File: src/rtl/mem_pkg.sv
// rtl/mem_pkg.sv - shared types and constants for the memory-stage access controller
package mem_pkg;

  // Access FSM states
  typedef enum logic [1:0] {
    IDLE = 2'd0,
    BUSY = 2'd1,
    DONE = 2'd2
  } state_t;

  localparam logic [15:0] ERR_DATA    = 16'hDEAD;
  localparam int          TIMEOUT_DEF = 15;
  localparam int          CNT_W       = 8;

endpackage

File: src/rtl/access_timer.sv
// rtl/access_timer.sv - loadable up-counter flagging the last BUSY cycle before timeout
module access_timer #(
  parameter int CNT_W = 8,
  parameter int LIMIT = 15
) (
  input  logic             i_clk,
  input  logic             i_rst,
  input  logic             i_load,
  input  logic [CNT_W-1:0] i_load_val,
  input  logic             i_inc,
  output logic             o_tc
);

  logic [CNT_W-1:0] r_count;

  // Load takes priority over increment; reset clears the count
  always_ff @(posedge i_clk) begin
    if (i_rst) begin
      r_count <= '0;
    end else if (i_load) begin
      r_count <= i_load_val;
    end else if (i_inc) begin
      r_count <= r_count + 1'b1;
    end
  end

  // Terminal count: the count will reach LIMIT on the coming edge
  assign o_tc = (r_count == CNT_W'(LIMIT - 1));

endmodule

File: src/rtl/dff_16bit.sv
// rtl/dff_16bit.sv - 16-bit enabled register with synchronous active-high reset
module dff_16bit (
  input  logic        i_clk,
  input  logic        i_rst,
  input  logic        i_en,
  input  logic [15:0] i_d,
  output logic [15:0] o_q
);

  logic [15:0] r_q;

  // Hold unless enabled; reset forces zero
  always_ff @(posedge i_clk) begin
    if (i_rst) begin
      r_q <= 16'h0000;
    end else if (i_en) begin
      r_q <= i_d;
    end
  end

  assign o_q = r_q;

endmodule

File: src/rtl/mem_access.sv
// rtl/mem_access.sv - memory-stage load/store controller with stall, bubble and timeout
module mem_access
  import mem_pkg::*;
#(
  parameter int DATA_W  = 16,
  parameter int REG_W   = 4,
  parameter int TIMEOUT = TIMEOUT_DEF
) (
  input  logic              clk,
  input  logic              rst,
  input  logic              EX_MemRead,
  input  logic              EX_MemWrite,
  input  logic              EX_RegWrite,
  input  logic [DATA_W-1:0] EX_ALUResult,
  input  logic [DATA_W-1:0] EX_StoreData,
  input  logic [REG_W-1:0]  EX_DstReg,
  output logic              MEM_RegWrite,
  output logic [DATA_W-1:0] MEM_WriteData,
  output logic [DATA_W-1:0] MEM_ReadData,
  output logic [REG_W-1:0]  MEM_DstReg,
  output logic              mem_stall,
  output logic              mem_en,
  output logic              mem_wr,
  output logic [DATA_W-1:0] mem_addr,
  output logic [DATA_W-1:0] mem_wdata,
  input  logic [DATA_W-1:0] mem_rdata,
  input  logic              mem_valid,
  output logic              mem_err
);

  state_t            r_state;
  state_t            w_next;
  logic              w_acc;
  logic              w_issue;
  logic              w_busy;
  logic              w_tc;
  logic              w_timeout;
  logic              w_cap_en;
  logic [DATA_W-1:0] w_cap_d;
  logic [DATA_W-1:0] r_addr;
  logic [DATA_W-1:0] r_wdata;
  logic              r_wr;
  logic              r_err;

  assign w_acc     = EX_MemRead | EX_MemWrite;
  assign w_issue   = (r_state == IDLE) && w_acc;
  assign w_busy    = (r_state == BUSY);
  // Valid beats the timeout when both land on the same edge
  assign w_timeout = w_busy && !mem_valid && w_tc;

  access_timer #(
    .CNT_W (CNT_W),
    .LIMIT (TIMEOUT)
  ) u_timer (
    .i_clk      (clk),
    .i_rst      (rst),
    .i_load     (w_issue),
    .i_load_val ('0),
    .i_inc      (w_busy),
    .o_tc       (w_tc)
  );

  // State register
  always_ff @(posedge clk) begin
    if (rst) begin
      r_state <= IDLE;
    end else begin
      r_state <= w_next;
    end
  end

  // Next-state logic; DONE always retires since it never stalls EX/MEM
  always_comb begin
    w_next = r_state;
    case (r_state)
      IDLE:    if (w_acc) w_next = BUSY;
      BUSY:    if (mem_valid || w_tc) w_next = DONE;
      DONE:    w_next = IDLE;
      default: w_next = IDLE;
    endcase
  end

  // Per-state outputs: stall, request strobe and capture control
  always_comb begin
    mem_stall = 1'b0;
    mem_en    = 1'b0;
    w_cap_en  = 1'b0;
    w_cap_d   = r_wr ? '0 : mem_rdata;
    case (r_state)
      IDLE: begin
        mem_stall = w_acc;
        mem_en    = w_acc;
      end
      BUSY: begin
        mem_stall = 1'b1;
        w_cap_en  = mem_valid || w_tc;
        if (w_timeout) w_cap_d = DATA_W'(ERR_DATA);
      end
      default: ;
    endcase
  end

  // Request fields latched at issue; sticky error on a timed-out access
  always_ff @(posedge clk) begin
    if (rst) begin
      r_addr  <= '0;
      r_wdata <= '0;
      r_wr    <= 1'b0;
      r_err   <= 1'b0;
    end else begin
      if (w_issue) begin
        r_addr  <= EX_ALUResult;
        r_wdata <= EX_StoreData;
        r_wr    <= EX_MemWrite;
      end
      if (w_timeout) r_err <= 1'b1;
    end
  end

  dff_16bit u_capture (
    .i_clk (clk),
    .i_rst (rst),
    .i_en  (w_cap_en),
    .i_d   (w_cap_d),
    .o_q   (MEM_ReadData)
  );

  // The issue cycle shows the EX request directly; later cycles show the latched copy
  assign mem_addr      = w_issue ? EX_ALUResult : r_addr;
  assign mem_wdata     = w_issue ? EX_StoreData : r_wdata;
  assign mem_wr        = w_issue ? EX_MemWrite  : r_wr;
  assign mem_err       = r_err;
  assign MEM_RegWrite  = EX_RegWrite & ~mem_stall;
  assign MEM_WriteData = EX_ALUResult;
  assign MEM_DstReg    = EX_DstReg;

endmodule

File: config.mk
export PLATFORM = sky130hd
export DESIGN_NAME = mem_access
export DESIGN_NICKNAME = d
export VERILOG_FILES = /design/src/rtl/mem_pkg.sv /design/src/rtl/access_timer.sv /design/src/rtl/dff_16bit.sv /design/src/rtl/mem_access.sv
export SDC_FILE = /design/constraint.sdc
export NUM_CORES = 1
export LEC_CHECK = 0
export ABC_AREA = 0
export CAP_MARGIN = 0
export CORE_UTILIZATION = 48
export CTS_CLUSTER_DIAMETER = 150
export CTS_CLUSTER_SIZE = 28
export DETAILED_ROUTE_END_ITERATION = 8
export PLACE_DENSITY = 0.86
export SLEW_MARGIN = 5
export SYNTH_ARGS = -nofsm -noshare
export SYNTH_HDL_FRONTEND = slang
export SYNTH_HIERARCHICAL = 1
export SYNTH_SLANG_ARGS = --single-unit
File: constraint.sdc
create_clock -name clk -period 3.5 [get_ports clk]
set_input_delay 0.875 -clock clk [delete_from_list [all_inputs] [get_ports clk]]
set_output_delay 0.875 -clock clk [all_outputs]
set_load 0.01 [all_outputs]
-- Yosys cells after proc, flatten, opt, wreduce, memory -nomap -nowiden
Index checks and enable logic that the tools add are counted.
- register bits: 60
- latch bits: 0
- memory bits (writable): 0
- memory bits (read-only): 0
- input port bits: 58
- output and inout bits: 73
- memories: 0
- $add $sub $neg: 1
- multiply operators: 0
- divide/modulo/power cells: 0
- magnitude comparators: 0
- equality and inequality tests: 4
- shifts and indexed selects: 0
- muxes and demuxes: 12
- bitwise operators: 3
- reductions and logical operators: 8
- operator list (cell ; number):
    $mux 16 ; 5
    $add 8x1->8 const B ; 1
    $eq 8x4->1 const B ; 1
    $mux 2 ; 2
    $pmux 2 s2 ; 1
    $logic_and 1x1->1 ; 3
    $mux 1 ; 3
    $eq 2x1->1 const B ; 1
    $logic_not 2->1 ; 1
    $ne 2x1->1 const B ; 1
    $ne 2x2->1 const B ; 1
    $pmux 1 s2 ; 1
    $reduce_and 2->1 ; 1
    $reduce_or 2->1 ; 1
    $and 1x1->1 ; 1
    $logic_not 1->1 ; 1
    $logic_or 1x1->1 ; 1
    $not 1->1 ; 1
    $or 1x1->1 ; 1

-- Longest topological paths before layout
- depth in word-level cells: 5
- gate-level depth with buffers: 9

-- Cells and area by module
Netlist, hierarchy kept.
- by module, submodules not included (module ; instances ; cells each ; area each (um^2)):
    mem_access ; 1 ; 245 ; 2352.3
    dff_16bit ; 1 ; 52 ; 580.6
    access_timer ; 1 ; 58 ; 508.0

-- Worst setup path before layout
Ideal clock, no wire load.
- kind: input-to-output
- from: input EX_MemWrite
- to: output mem_addr[0]
- arrival: 1.652 ns
- required time: 2.625 ns
- setup slack: 0.973 ns
- cell stages on the path: 4
- path buffers: 2
- path through: o21a_1 buf_6 buf_6 mux2_4
- word-level cells in the longest chain between the ends: 3
- ends and longest elaborated chain (element ; RTL line ; text):
    start, declared ; mem_access.sv:12 ; input logic EX_MemWrite,
    $or 1x1->1 ; mem_access.sv:45 ; assign w_acc = EX_MemRead | EX_MemWrite;
    $logic_and 1x1->1 ; mem_access.sv:46 ; assign w_issue = (r_state == IDLE) && w_acc;
    $mux 16 ; n/a ;
    end, declared ; mem_access.sv:24 ; output logic [DATA_W-1:0] mem_addr,
Every way passes these cells.

-- Worst setup path after layout
- from: input EX_MemRead
- to: output mem_addr[12]
- word-level cells in the longest chain between the ends: 3
- ends and longest elaborated chain (element ; RTL line ; text):
    start, declared ; mem_access.sv:11 ; input logic EX_MemRead,
    $or 1x1->1 ; mem_access.sv:45 ;
    $logic_and 1x1->1 ; mem_access.sv:46 ;
    $mux 16 ; n/a ;
Every way passes these cells.

==> results.cfg <==
[run_status]
status = finished clean

[global_routing]
grt_pass1_wl_mm = 12.67
grt_pass1_vias = 2783
grt_antenna_before_repair = 0
overflow = 0
grt_max_degree = 66
grtUsageTotal = 0.2160

[worst_hold_path]
min_path_type = register to register

[floorplanning]
die_height_um = 86.67
fp-row-count = 30
ioPinCount = 131
core_area_um2 = 6869
die_x_um = 86.67
die-area_um2 = 7511
start_util = 0.5009

[synth]
synthMuxAreaShare = 0.2658
synthCells = 355
synth_warnings = 6
synthAdderAreaFrac = 0.007273
yosysSeqAreaShare = 0.3491
synth-compound-area-share = 0.05164
synthArstFlopShare = 0
yosysUniqueCellTypes = 40
synth_edf_count = 0
synth_area_um2 = 3441
avgSynthCellArea_um2 = 9.692
ys_ff_latch = 60
synth_simple_gate_area_frac = 0.2069
synth_xor_area_frac = 0.01018
synth_top_family_by_area = multiplexers
synth_ff_type = dfxtp_1

[cells_and_area]
fillers = 493
fin_area_um2 = 5037
drive_above_1_share = 0.1408
layout_commonest_cell = clkdlybuf4s50_1
diodes = 0
fin_util = 0.7333
most-common-layout-cells = clkdlybuf4s50_1, nand2b_1, dfxtp_1
syn_to_final_growth_pct = 46.40
fin_nets = 545

[drt]
wl_per_cell_um = 13.58
dr.pass1.iters = 4
drc_errors = 0
drt-initial-drc-count = 69
vias_per_cell = 4.947
wl_mm = 7.957
routed-via-count = 2899
postRouteAntennaNets = 0

[clocking]
cts_tree = built
cts-root-buf = clkbuf_8
cts_hold_buf = 0
clk_latency_ns = 0.33
clk_path_buf_depth = 2
numClockSinks = 60
htreeDepth = 3
clk_pin_slew_ns = 0.07
cts_buffers = 9

[power]
power_density_nw_per_um2 = 407.9
power_leakage_uw = 0.002236
irDropWorstVdd_mv = 0.2697
total_power_uw = 2055

[timing]
setup_viol = 0
finalClockSkew_ns = 0.009256
finalCritPeriodShare = 0.9926
tightest_slew_ns = 0.5275
hold_viol = 0
setup_tns_ns = 0
drv_slew = 0
fmax_mhz = 287.9
finalCriticalPeriod_ns = 3.474
relSlewSlack = 0.6483

[place]
dpl.hpwl_mm = 5.535
place.gp.congestion = 0.7788
place_area_um2 = 4715
numPortBuffers = 122

[worst_setup_path]
end_kind = primary output
required_ns = 2.62
critPathKind = primary input to primary output
critPathMaxFanout = 14
start_kind = primary input
cp.arrival_ns = 2.60

[job]
cap_violations = 0
-- cell families (layout without fill, tap and decap cells) --
logic type / count (synthesis) / count (layout)
AO/OA/AOI/OAI: 29 / 29
XOR/XNOR: 4 / 4
buffers and inverters: 59 / 187
other: 1 / 8
flip-flops: 60 / 60
AND/OR/NAND/NOR: 119 / 119
multiplexers: 81 / 81
adder cells (fa/ha/maj): 2 / 2
-- through the flow --
step / hold slack [ns] / instances / setup slack [ns]
6_report: 0.4572 / 586 / 0.02607
5_1_grt: 0.4837 / 586 / -0.001562
3_3_place_gp: 0.4334 / 559 / -0.02036
2_1_floorplan: 0.4445 / 362 / 0.9735
4_1_cts: 0.4638 / 581 / 0.005430
3_5_place_dp: 0.4530 / 559 / -0.03117
-- final cells by class --
class                           instances  area, um^2  share of cell area
Clock inverter                          7       100.1             0.01987
Multi-Input combinational cell        243        1902              0.3775
Clock buffer                            9       123.9             0.02459
Timing Repair Buffer                  155        1530              0.3038
Inverter                               16       60.06             0.01192
Sequential cell                        60        1201              0.2384
Tap cell                               96       120.1             0.02384
-- cells in the mapped netlist, types with 3 or more instances --
| cell | n | area share |
|---|---|---|
| nand2b_1 | 65 | 0.12 |
| dfxtp_1 | 60 | 0.35 |
| mux2i_1 | 49 | 0.14 |
| buf_4 | 23 | 0.050 |
| nor2_1 | 22 | 0.024 |
| mux2_4 | 17 | 0.074 |
| inv_1 | 16 | 0.017 |
| mux2_1 | 15 | 0.049 |
| clkbuf_1 | 10 | 0.011 |
| o21ai_1 | 10 | 0.015 |
| buf_6 | 6 | 0.020 |
| a21oi_1 | 5 | 0.0073 |
| and2_1 | 5 | 0.0091 |
| nor2b_1 | 5 | 0.0091 |
| o211ai_1 | 4 | 0.0087 |
| a211oi_1 | 3 | 0.0065 |
| nand4_1 | 3 | 0.0055 |
| nor3b_1 | 3 | 0.0065 |
| o21a_1 | 3 | 0.0065 |
| xor2_1 | 3 | 0.0076 |
-- worst paths after layout --
path,start,to,slack [ns],cells past startpoint
max,EX_MemRead,mem_addr[12],0.03,5
min,mem_err$_SDFFE_PP0P_,mem_err$_SDFFE_PP0P_,0.46,2
max reg2reg,u_timer/r_count[0]$_SDFFE_PP0P_,u_capture/o_q[13]$_SDFFE_PP0P_,1.36,10
min reg2reg,mem_err$_SDFFE_PP0P_,mem_err$_SDFFE_PP0P_,0.46,2
-- sequential cells by signal, indices dropped and copies added (netlist names) --
register / count
r_wdata: 16
u_timer/r_count: 8
r_addr: 16
r_wr: 1
u_capture/o_q: 16
r_state: 2
mem_err: 1
-- worst max-delay path, cell delays in order --
cell and delay, ns:
clkdlybuf4s50_1 0.50, o21a_4 0.25, buf_12 0.17, mux2_4 0.30, clkdlybuf4s50_1 0.49
-- timing repair --
action                     4_1_cts  5_1_grt
setup buffers                    6        5
resized for setup                9       11
pin swaps                        1        0
setup endpoints to repair       28       18
-- routing by layer --
metal / up-vias / part of all wire / track usage
met5: - / 0 / 0
met4: 0 / 0.0093 / 0.07727
met3: 6 / 0.064 / 0.06667
met2: 90 / 0.50 / 0.3716
met1: 1377 / 0.43 / 0.2536
li1: 1426 / - / -
-- where the power goes --
part           total, uW  switching [uW]  internal [uW]
combinational        580             224            356
clock                697             293            404
sequential           779            42.2            736
total               2050             559           1500
Note: power is estimated with default switching activity, not from simulation.
